--- src/rtl/octa16_pkg.sv ---
// Shared definitions for the octa16 fetch front end: data width, PC step,
// branch function encodings, sequencer states and the captured fetch payload.
package octa16_pkg;

  localparam int unsigned XLEN = 16;
  localparam logic [XLEN-1:0] PC_STEP = XLEN'(2);

  typedef enum logic [2:0] {
    BR_BEQ  = 3'b000,
    BR_BNE  = 3'b001,
    BR_BLT  = 3'b100,
    BR_BGE  = 3'b101,
    BR_BLTU = 3'b110,
    BR_BGEU = 3'b111
  } br_func_e;

  typedef enum logic [1:0] {
    ST_REQ   = 2'd0,
    ST_WAIT  = 2'd1,
    ST_HOLD  = 2'd2,
    ST_DRAIN = 2'd3
  } seq_state_e;

  // Instruction word together with the address it was fetched from
  typedef struct packed {
    logic [XLEN-1:0] instr;
    logic [XLEN-1:0] pc;
  } fetch_pkt_t;

endpackage

--- src/rtl/branch_cmp.sv ---
// Combinational branch condition evaluator.
// Ports: branch_ctrl (func field), rs1_val/rs2_val (operands) -> taken.
// Encodings 010/011 are reserved and never taken.
module branch_cmp
  import octa16_pkg::*;
(
  input  logic [2:0]      branch_ctrl,
  input  logic [XLEN-1:0] rs1_val,
  input  logic [XLEN-1:0] rs2_val,
  output logic            taken
);

  logic eq;
  logic lt_s;
  logic lt_u;

  assign eq   = (rs1_val == rs2_val);
  assign lt_s = ($signed(rs1_val) < $signed(rs2_val));
  assign lt_u = (rs1_val < rs2_val);

  always_comb begin
    taken = 1'b0;
    case (branch_ctrl)
      BR_BEQ:  taken = eq;
      BR_BNE:  taken = !eq;
      BR_BLT:  taken = lt_s;
      BR_BGE:  taken = !lt_s;
      BR_BLTU: taken = lt_u;
      BR_BGEU: taken = !lt_u;
      default: taken = 1'b0;
    endcase
  end

endmodule

--- src/rtl/pc_sequencer.sv ---
// Program counter sequencer: issues one instruction fetch at a time, holds the
// returned word for decode, and redirects on resolved jumps / taken branches.
// Ports:
//   clk, rst                       clock, synchronous active-high reset
//   imem_req_valid/ready, imem_addr fetch request channel
//   imem_rsp_valid, imem_rsp_data   fetch response (one per accepted request)
//   instr_valid/ready, instr, instr_pc  instruction offered to decode
//   resolve_valid, do_branch, do_jump, branch_ctrl, rs1_val, rs2_val, target
//                                   control-flow resolution from execute
//   flush, misalign_err             same-cycle pulses on redirect
module pc_sequencer
  import octa16_pkg::*;
#(
  parameter logic [XLEN-1:0] RESET_PC = 16'h0000
) (
  input  logic            clk,
  input  logic            rst,
  output logic            imem_req_valid,
  input  logic            imem_req_ready,
  output logic [XLEN-1:0] imem_addr,
  input  logic            imem_rsp_valid,
  input  logic [XLEN-1:0] imem_rsp_data,
  output logic            instr_valid,
  input  logic            instr_ready,
  output logic [XLEN-1:0] instr,
  output logic [XLEN-1:0] instr_pc,
  input  logic            resolve_valid,
  input  logic            do_branch,
  input  logic            do_jump,
  input  logic [2:0]      branch_ctrl,
  input  logic [XLEN-1:0] rs1_val,
  input  logic [XLEN-1:0] rs2_val,
  input  logic [XLEN-1:0] target,
  output logic            flush,
  output logic            misalign_err
);

  seq_state_e      state_q;
  seq_state_e      state_d;
  logic [XLEN-1:0] pc_q;
  fetch_pkt_t      pkt_q;
  logic            instr_valid_q;
  logic            taken;
  logic            redirect;
  logic            capture;
  logic [XLEN-1:0] redirect_pc;

  branch_cmp u_branch_cmp (
    .branch_ctrl (branch_ctrl),
    .rs1_val     (rs1_val),
    .rs2_val     (rs2_val),
    .taken       (taken)
  );

  // Jump wins over branch simply because either one redirects to target
  assign redirect    = !rst && resolve_valid && (do_jump || (do_branch && taken));
  assign redirect_pc = {target[XLEN-1:1], 1'b0};
  assign capture     = (state_q == ST_WAIT) && imem_rsp_valid && !redirect;

  assign imem_addr   = pc_q;
  assign instr       = pkt_q.instr;
  assign instr_pc    = pkt_q.pc;
  assign instr_valid = instr_valid_q;

  // State register
  always_ff @(posedge clk) begin
    if (rst) begin
      state_q <= ST_REQ;
    end else begin
      state_q <= state_d;
    end
  end

  // Next-state logic
  always_comb begin
    state_d = state_q;
    case (state_q)
      // An accepted request still owes a response, so a redirect must drain it
      ST_REQ: begin
        if (imem_req_ready) begin
          state_d = redirect ? ST_DRAIN : ST_WAIT;
        end
      end
      ST_WAIT: begin
        if (imem_rsp_valid) begin
          state_d = redirect ? ST_REQ : ST_HOLD;
        end else if (redirect) begin
          state_d = ST_DRAIN;
        end
      end
      ST_HOLD: begin
        if (redirect || instr_ready) begin
          state_d = ST_REQ;
        end
      end
      // A redirect here only moves pc; leaving still waits for the stale response
      ST_DRAIN: begin
        if (imem_rsp_valid) begin
          state_d = ST_REQ;
        end
      end
      default: state_d = ST_REQ;
    endcase
  end

  // Output decode
  always_comb begin
    imem_req_valid = (state_q == ST_REQ) && !rst;
    flush          = redirect;
    misalign_err   = redirect && target[0];
  end

  // PC and held-instruction datapath
  always_ff @(posedge clk) begin
    if (rst) begin
      pc_q          <= RESET_PC;
      pkt_q         <= '0;
      instr_valid_q <= 1'b0;
    end else begin
      instr_valid_q <= (state_d == ST_HOLD);
      if (redirect) begin
        pc_q <= redirect_pc;
      end else if ((state_q == ST_WAIT) && imem_rsp_valid) begin
        pc_q <= pc_q + PC_STEP;
      end
      if (capture) begin
        pkt_q <= '{instr: imem_rsp_data, pc: pc_q};
      end
    end
  end

endmodule
--- config.mk ---
export PLATFORM = sky130hd
export DESIGN_NAME = pc_sequencer
export DESIGN_NICKNAME = d
export VERILOG_FILES = /design/src/rtl/octa16_pkg.sv /design/src/rtl/branch_cmp.sv /design/src/rtl/pc_sequencer.sv
export SDC_FILE = /design/constraint.sdc
export NUM_CORES = 1
export LEC_CHECK = 0
export CAP_MARGIN = 20
export CORE_ASPECT_RATIO = 2
export CORE_MARGIN = 2
export CORE_UTILIZATION = 40
export CTS_CLUSTER_DIAMETER = 120
export CTS_CLUSTER_SIZE = 20
export DETAILED_ROUTE_END_ITERATION = 7
export GPL_TIMING_DRIVEN = 1
export PLACE_DENSITY_LB_ADDON = 0.25
export SYNTH_ARGS = -nofsm -noshare
export SYNTH_HDL_FRONTEND = slang
export SYNTH_SLANG_ARGS = --single-unit
--- constraint.sdc ---
create_clock -name clk -period 3.8 [get_ports clk]
set_input_delay 0.76 -clock clk [delete_from_list [all_inputs] [get_ports clk]]
set_output_delay 0.76 -clock clk [all_outputs]
set_load 0.01 [all_outputs]
== Word-level counts from Yosys, hierarchy flattened ==
Cells that the tools add are included.
W data, S select, Z words.

* Register bits: 51
* Input bits: 75
* Output and inout port bits: 52
* Logic and storage cells: 48

* Add/sub/neg operators: 1
* Order comparisons: 2
* Eq/ne operators: 10
* Muxes and demuxes: 11
* Reductions and logical operators: 18

{| class="wikitable"
|+ Operators with widths
! kind !! number
|-
| $lt A16 B16 Y1 || 2
|-
| $mux W16 || 2
|-
| $add A16 B2 Y16 const B || 1
|-
| $eq A16 B16 Y1 || 1
|-
| $mux W2 || 7
|-
| $eq A3 B3 Y1 const B || 4
|-
| $pmux W2 S4 || 1
|-
| $logic_and A1 B1 Y1 || 7
|-
| $eq A2 B2 Y1 const B || 3
|-
| $pmux W1 S6 || 1
|-
| $logic_not A1 Y1 || 5
|-
| $eq A3 B1 Y1 const B || 1
|-
| $logic_not A3 Y1 || 1
|-
| $eq A2 B1 Y1 const B || 1
|-
| $logic_not A2 Y1 || 1
|-
| $logic_or A1 B1 Y1 || 2
|-
| $reduce_bool A2 Y1 || 1
|-
| $reduce_or A2 Y1 || 1
|}

== Longest topological paths before layout ==
* Depth in word-level cells: 10
* Mapped depth: 11
* Depth with buffers taken out: 10

== Cells and area by module ==
Synthesis repeated with hierarchy kept, for this count alone.

* Cell total of the unflattened synthesis: 324
* Area total of the unflattened synthesis: 2575.0 µm²

{| class="wikitable"
|+ Modules (own cells, without submodules)
! module !! times used !! cells an instance !! area an instance (µm²) !! sequential area each (µm²)
|-
| pc_sequencer || 1 || 261 || 2075.7 || 980.9
|-
| branch_cmp || 1 || 63 || 499.2 || 0.0
|}

== Worst setup path before layout ==
Ideal clock, no wire load.

* Kind: input -> output
* Start point: input rs2_val[15]
* End point: output flush
* Arrival time: 2.696 ns
* Required time: 3.040 ns
* Path slack: 0.344 ns
* Cell stages on the path: 10
* Path buffers: 1
* Cell sequence: inv_1 > ha_1 > nand4_2 > nor4_2 > o221a_2 > nand2_1 > or4_1 > buf_2 > nand2_1 > inv_1

* Cells in the longest elaborated chain, start to end: 6
* Elaborated cells on any way between the ends: 10
* Those cells by class: 2 x order compare; 1 x eq/ne; 1 x mux; 6 x reduce/logical

{| class="wikitable"
|+ RTL lines
! item !! RTL line !! text
|-
| from (decl) || pc_sequencer.sv:32 || <nowiki>input logic [XLEN-1:0] rs2_val,</nowiki>
|-
| $lt A16 B16 Y1, or another cell as far along || branch_cmp.sv:19 || <nowiki>assign lt_u = (rs1_val < rs2_val);</nowiki>
|-
| $logic_not A1 Y1 (on tied branches) || branch_cmp.sv:29, branch_cmp.sv:25, branch_cmp.sv:27 ||
|-
| $pmux W1 S6 * || branch_cmp.sv:23 || <nowiki>case (branch_ctrl)</nowiki>
|-
| $logic_and A1 B1 Y1 * || pc_sequencer.sv:56 || <nowiki>assign redirect = !rst && resolve_valid && (do_jump || (do_branch && taken));</nowiki>
|-
| $logic_or A1 B1 Y1 * || pc_sequencer.sv:56 ||
|-
| $logic_and A1 B1 Y1 * || pc_sequencer.sv:56 ||
|-
| to (decl) || pc_sequencer.sv:34 || <nowiki>output logic flush,</nowiki>
|}

Every way passes the cells marked *; elsewhere a longest branch is shown, timed or not.

== Final worst setup path ==
* Start point: input rs1_val[10]
* End point: output misalign_err

* Cells in the longest elaborated chain, start to end: 7
* Elaborated cells on any way between the ends: 11
* Those cells by class: 2 x order compare; 1 x eq/ne; 1 x mux; 7 x reduce/logical

{| class="wikitable"
|+ RTL lines
! item !! RTL line !! text
|-
| from (decl) || pc_sequencer.sv:31 || <nowiki>input logic [XLEN-1:0] rs1_val,</nowiki>
|-
| $lt A16 B16 Y1, or another cell as far along || branch_cmp.sv:19 ||
|-
| $logic_not A1 Y1 (on tied branches) || branch_cmp.sv:29, branch_cmp.sv:25, branch_cmp.sv:27 ||
|-
| $pmux W1 S6 * || branch_cmp.sv:23 ||
|-
| $logic_and A1 B1 Y1 * || pc_sequencer.sv:56 ||
|-
| $logic_or A1 B1 Y1 * || pc_sequencer.sv:56 ||
|-
| $logic_and A1 B1 Y1 * || pc_sequencer.sv:56 ||
|-
| $logic_and A1 B1 Y1 * || pc_sequencer.sv:110 || <nowiki>misalign_err = redirect && target[0];</nowiki>
|-
| to (decl) || pc_sequencer.sv:35 || <nowiki>output logic misalign_err</nowiki>
|}

Marks and branches as above.

==> reports/summary.md <==
For the detailed-route via count, the log shows 2882. In this run the core area contains 44 standard-cell rows. The fraction of synthesis flops using an asynchronous set or reset pin was 0; the number of I/O port buffers was 124. Peak fanout along the critical path: 3. For the overflow left after global routing, the log shows 0.

In the routed design, unresolved DRC markers number 0. TritonCTS built the clock tree. STA classifies the critical path endpoint as a primary output. In this run the worst hold path is classified as reg2reg. The total net switching power came out at 0.353 mW.

During synthesis, Yosys emitted a total of 0 warnings. The number of antenna diodes in the final layout is 0. CTS placed an instance of sky130_fd_sc_hd__clkbuf_16 at the clock tree root. In this run the static leakage power is 1.79 nW. The largest net degree at the start of global routing is 84, and the count of pins over their slew limit is 0. The category of the critical setup timing path was in2out.

The flow ran to the end, and the final reports show no timing, DRC or antenna violations. STA classifies the critical path startpoint as an input port. The tools report the origin of the worst setup path as rs1_val[10].

The areal power density over the cells is 293 mW/mm², and the number of buffers inserted for hold repair after clock tree synthesis is 0. In this run, CTS created clock tree buffers numbering 5. The final number of hold-violating endpoints is 0.

The mapped netlist covers 0.00297 mm². The first global-routing pass estimated 13400 µm of wire. Final HPWL from detailed placement: 6330 µm. The tools report the part of the power in combinational logic as 0.243. The delay of the slowest cell on the worst path was 0.51 ns. Clock tree synthesis found a total of 49 sinks.

Between clock sinks in the finished design, the worst skew comes to 0.00472 ns. The average instance in the mapped netlist occupies 8.77 µm². The data required time at the worst endpoint was 3.04 ns; the sequential share of the synthesized area was 0.330. The launch point of the worst reg-to-reg path is state_q[0]$_SDFF_PP0_. The I/O pin count was 127. The layout cell share with drive strength beyond 1 was 0.175; the headroom to the max-slew limit was 0.590.

The most used flip-flop cell after synthesis is sky130_fd_sc_hd__dfxtp_1. The tools report the critical path arrival as 2.98 ns. In this run the vertical extent of the chip is 126 µm.

After clock tree synthesis, the clock-pin slew on the worst setup and hold paths is 0.06 ns. The first detailed-routing pass ran for 4 iterations. The register share of total power is 0.403, and the net count of the finished layout is 561. The final hold slack was 0.473 ns; the switching portion of total power was 0.254. After the first detailed-routing iteration, the DRC count stood at 66. The signal on the critical path passes through clkdlybuf4s15_1 > ha_4 > nand4_1 > nor4_4 > buf_4 > o221a_4 > nand2_4 > or4_4 > and3_4 > buf_6. The die is 65.0 µm wide. The starting density of the core is 0.412, and the all-layer global routing usage is 0.209. For the pin with the worst max-slew slack, the measured transition is 0.615 ns. The tools report the via count of the first global-routing pass as 2957. For the detailed-route wire length, the log shows 8480 µm. The slack of the worst reg-to-reg path is 1.80 ns, and the setup-violating endpoint count in the final report is 0.

VDD sags by at most 299 µV. The startpoint identified for the worst hold timing path is instr[6]$_SDFFE_PP0P_. The synthesized design contains 0 enable-type register cells.

The gate count after technology mapping was 339; the unique cell type count in the Yosys netlist was 43. On the critical path, the stage with the largest delay is an instance of sky130_fd_sc_hd__or4_4. The placeable core area is 0.00721 mm², and the later-pin clock latency in the skew report is 0.29 ns.

The initial antenna violation count is 0, and the post-synthesis register bit count is 49. For the final routed database, the setup TNS stands at 0 ns. The congestion estimate from routability-driven global placement came to 0.740. The clock tree buffer depth is 2. Power comes to 1.39 mW. After detailed routing, the number of vias per cell comes to 5.14. In this run the number of H-tree levels came out at 2. The detail route stage leaves a number of antenna-violating nets equal to 0. The growth of design area from synthesis to finish was 59.4%; the part of the cycle the worst path needs was 0.985. The internal power summed over all cells is 1.04 mW. Dividing the detail-routed wire length by the instance count gives 15.1 µm. The reported max-cap violation count is 0. The smallest clock period supported by the final layout is computed as 3.74 ns.

Based on the critical path, the design can be clocked at up to 267 MHz. The area of the die was 0.00818 mm²; the clock network fraction of design power was 0.354.
-- per-stage QoR --
| stage | utilization | instances | area, µm² | setup slack, ns |
|---|---|---|---|---|
| floorplan | - | 340 | 2980 | 0.344 |
| global placement | 0.606 | 552 | 4370 | -0.720 |
| CTS | 0.654 | 560 | 4720 | 0.00137 |
| detailed placement | 0.606 | 552 | 4370 | -0.764 |
| global route | 0.657 | 561 | 4740 | -0.00226 |
| finish | 0.657 | 561 | 4740 | 0.0583 |
-- critical path: cells and delay by family --
family | cells | cell delay (ns)
AO/OA/AOI/OAI | 1 | 0.20
adder cells (fa/ha/maj) | 1 | 0.29
buffers and inverters | 3 | 0.50
AND/OR/NAND/NOR | 5 | 1.23
-- cell families after synthesis --
kind of cell	count (synthesis)	share of synthesized area
simple gates	145	0.284
flops	49	0.330
buf+inv	41	0.0631
compound gates	37	0.0921
mux	32	0.108
fa+ha+maj	17	0.0715
xor+xnor	17	0.0501
other cells	1	0.00126
-- cells in the mapped netlist, drive strengths merged, types with 6 or more instances --
| cell | n | area (µm²) |
|---|---|---|
| buf | 8 | 63.8 |
| inv | 20 | 75.1 |
| nand4 | 9 | 62.6 |
| ha | 17 | 213 |
| xnor2 | 6 | 52.6 |
| xor2 | 11 | 96.3 |
| nand2 | 15 | 56.3 |
| nor3 | 23 | 115 |
| nand2b | 68 | 425 |
| clkbuf | 13 | 48.8 |
| dfxtp | 49 | 981 |
| a211oi | 14 | 105 |
| mux2i | 31 | 310 |
| a21oi | 10 | 61.3 |
| nor2 | 9 | 33.8 |
-- power groups by stage --
stage | Sequential (mW) | Combinational, mW | Clock, mW
after global routing | 0.563 | 0.365 | 0.532
after CTS | 0.560 | 0.334 | 0.507
after floorplan | 0.576 | 0.138 | 0
final | 0.560 | 0.337 | 0.492
after detailed placement | 0.571 | 0.311 | 0
after global placement | 0.570 | 0.306 | 0
-- repair_timing --
action / 4_1_cts / 5_1_grt
setup buffers: 1 / 1
gates resized for setup: 75 / 36
setup endpoints to repair: 2 / 2
pin swaps: 16 / 15
-- area by class of cell --
type | instances | area (µm²)
clock inverters | 2 | 35.0
flip-flops and latches | 49 | 981
well taps | 92 | 115
inverters | 20 | 75.1
fillers | 593 | 2470
clock buffers | 5 | 125
multi-input cells | 250 | 2050
repair buffers | 143 | 1360
-- flip-flops by register name, indices dropped and copies added (netlist names) --
name         count
state_q          2
imem_addr       15
instr_pc        15
instr           16
instr_valid      1
-- routing by layer --
metal / part of all wire / track usage
met1: 0.36 / 0.194
met2: 0.57 / 0.423
met3: 0.052 / 0.0402
met4: 0.019 / 0.0751
met5: 0 / 0
-- worst paths after layout --
kind,to,cells past startpoint
max,misalign_err,10
min,instr[6]$_SDFFE_PP0P_,2
max reg2reg,imem_addr[15]$_SDFFE_PP0P_,7
min reg2reg,instr[6]$_SDFFE_PP0P_,2
-- layout by cell type (no fill, tap or decap), types with 3 or more instances in the layout --
master,n
sky130_fd_sc_hd__a211oi_1,13
sky130_fd_sc_hd__nand3_1,5
sky130_fd_sc_hd__nor2_1,9
sky130_fd_sc_hd__xor2_1,11
sky130_fd_sc_hd__nor3_1,22
sky130_fd_sc_hd__a21oi_1,8
sky130_fd_sc_hd__clkbuf_2,10
sky130_fd_sc_hd__dlygate4sd2_1,8
sky130_fd_sc_hd__buf_4,16
sky130_fd_sc_hd__inv_2,12
sky130_fd_sc_hd__dfxtp_1,49
sky130_fd_sc_hd__mux2i_1,31
sky130_fd_sc_hd__nand2b_1,68
sky130_fd_sc_hd__clkdlybuf4s50_1,89
sky130_fd_sc_hd__clkbuf_16,5
sky130_fd_sc_hd__nand4_1,8
sky130_fd_sc_hd__ha_1,5
sky130_fd_sc_hd__inv_1,8
sky130_fd_sc_hd__clkdlybuf4s15_1,10
sky130_fd_sc_hd__xnor2_1,6
sky130_fd_sc_hd__dlymetal6s2s_1,4
sky130_fd_sc_hd__ha_4,12
sky130_fd_sc_hd__nand2_1,13
sky130_fd_sc_hd__buf_12,3
Note: power is estimated with default switching activity, not from simulation.
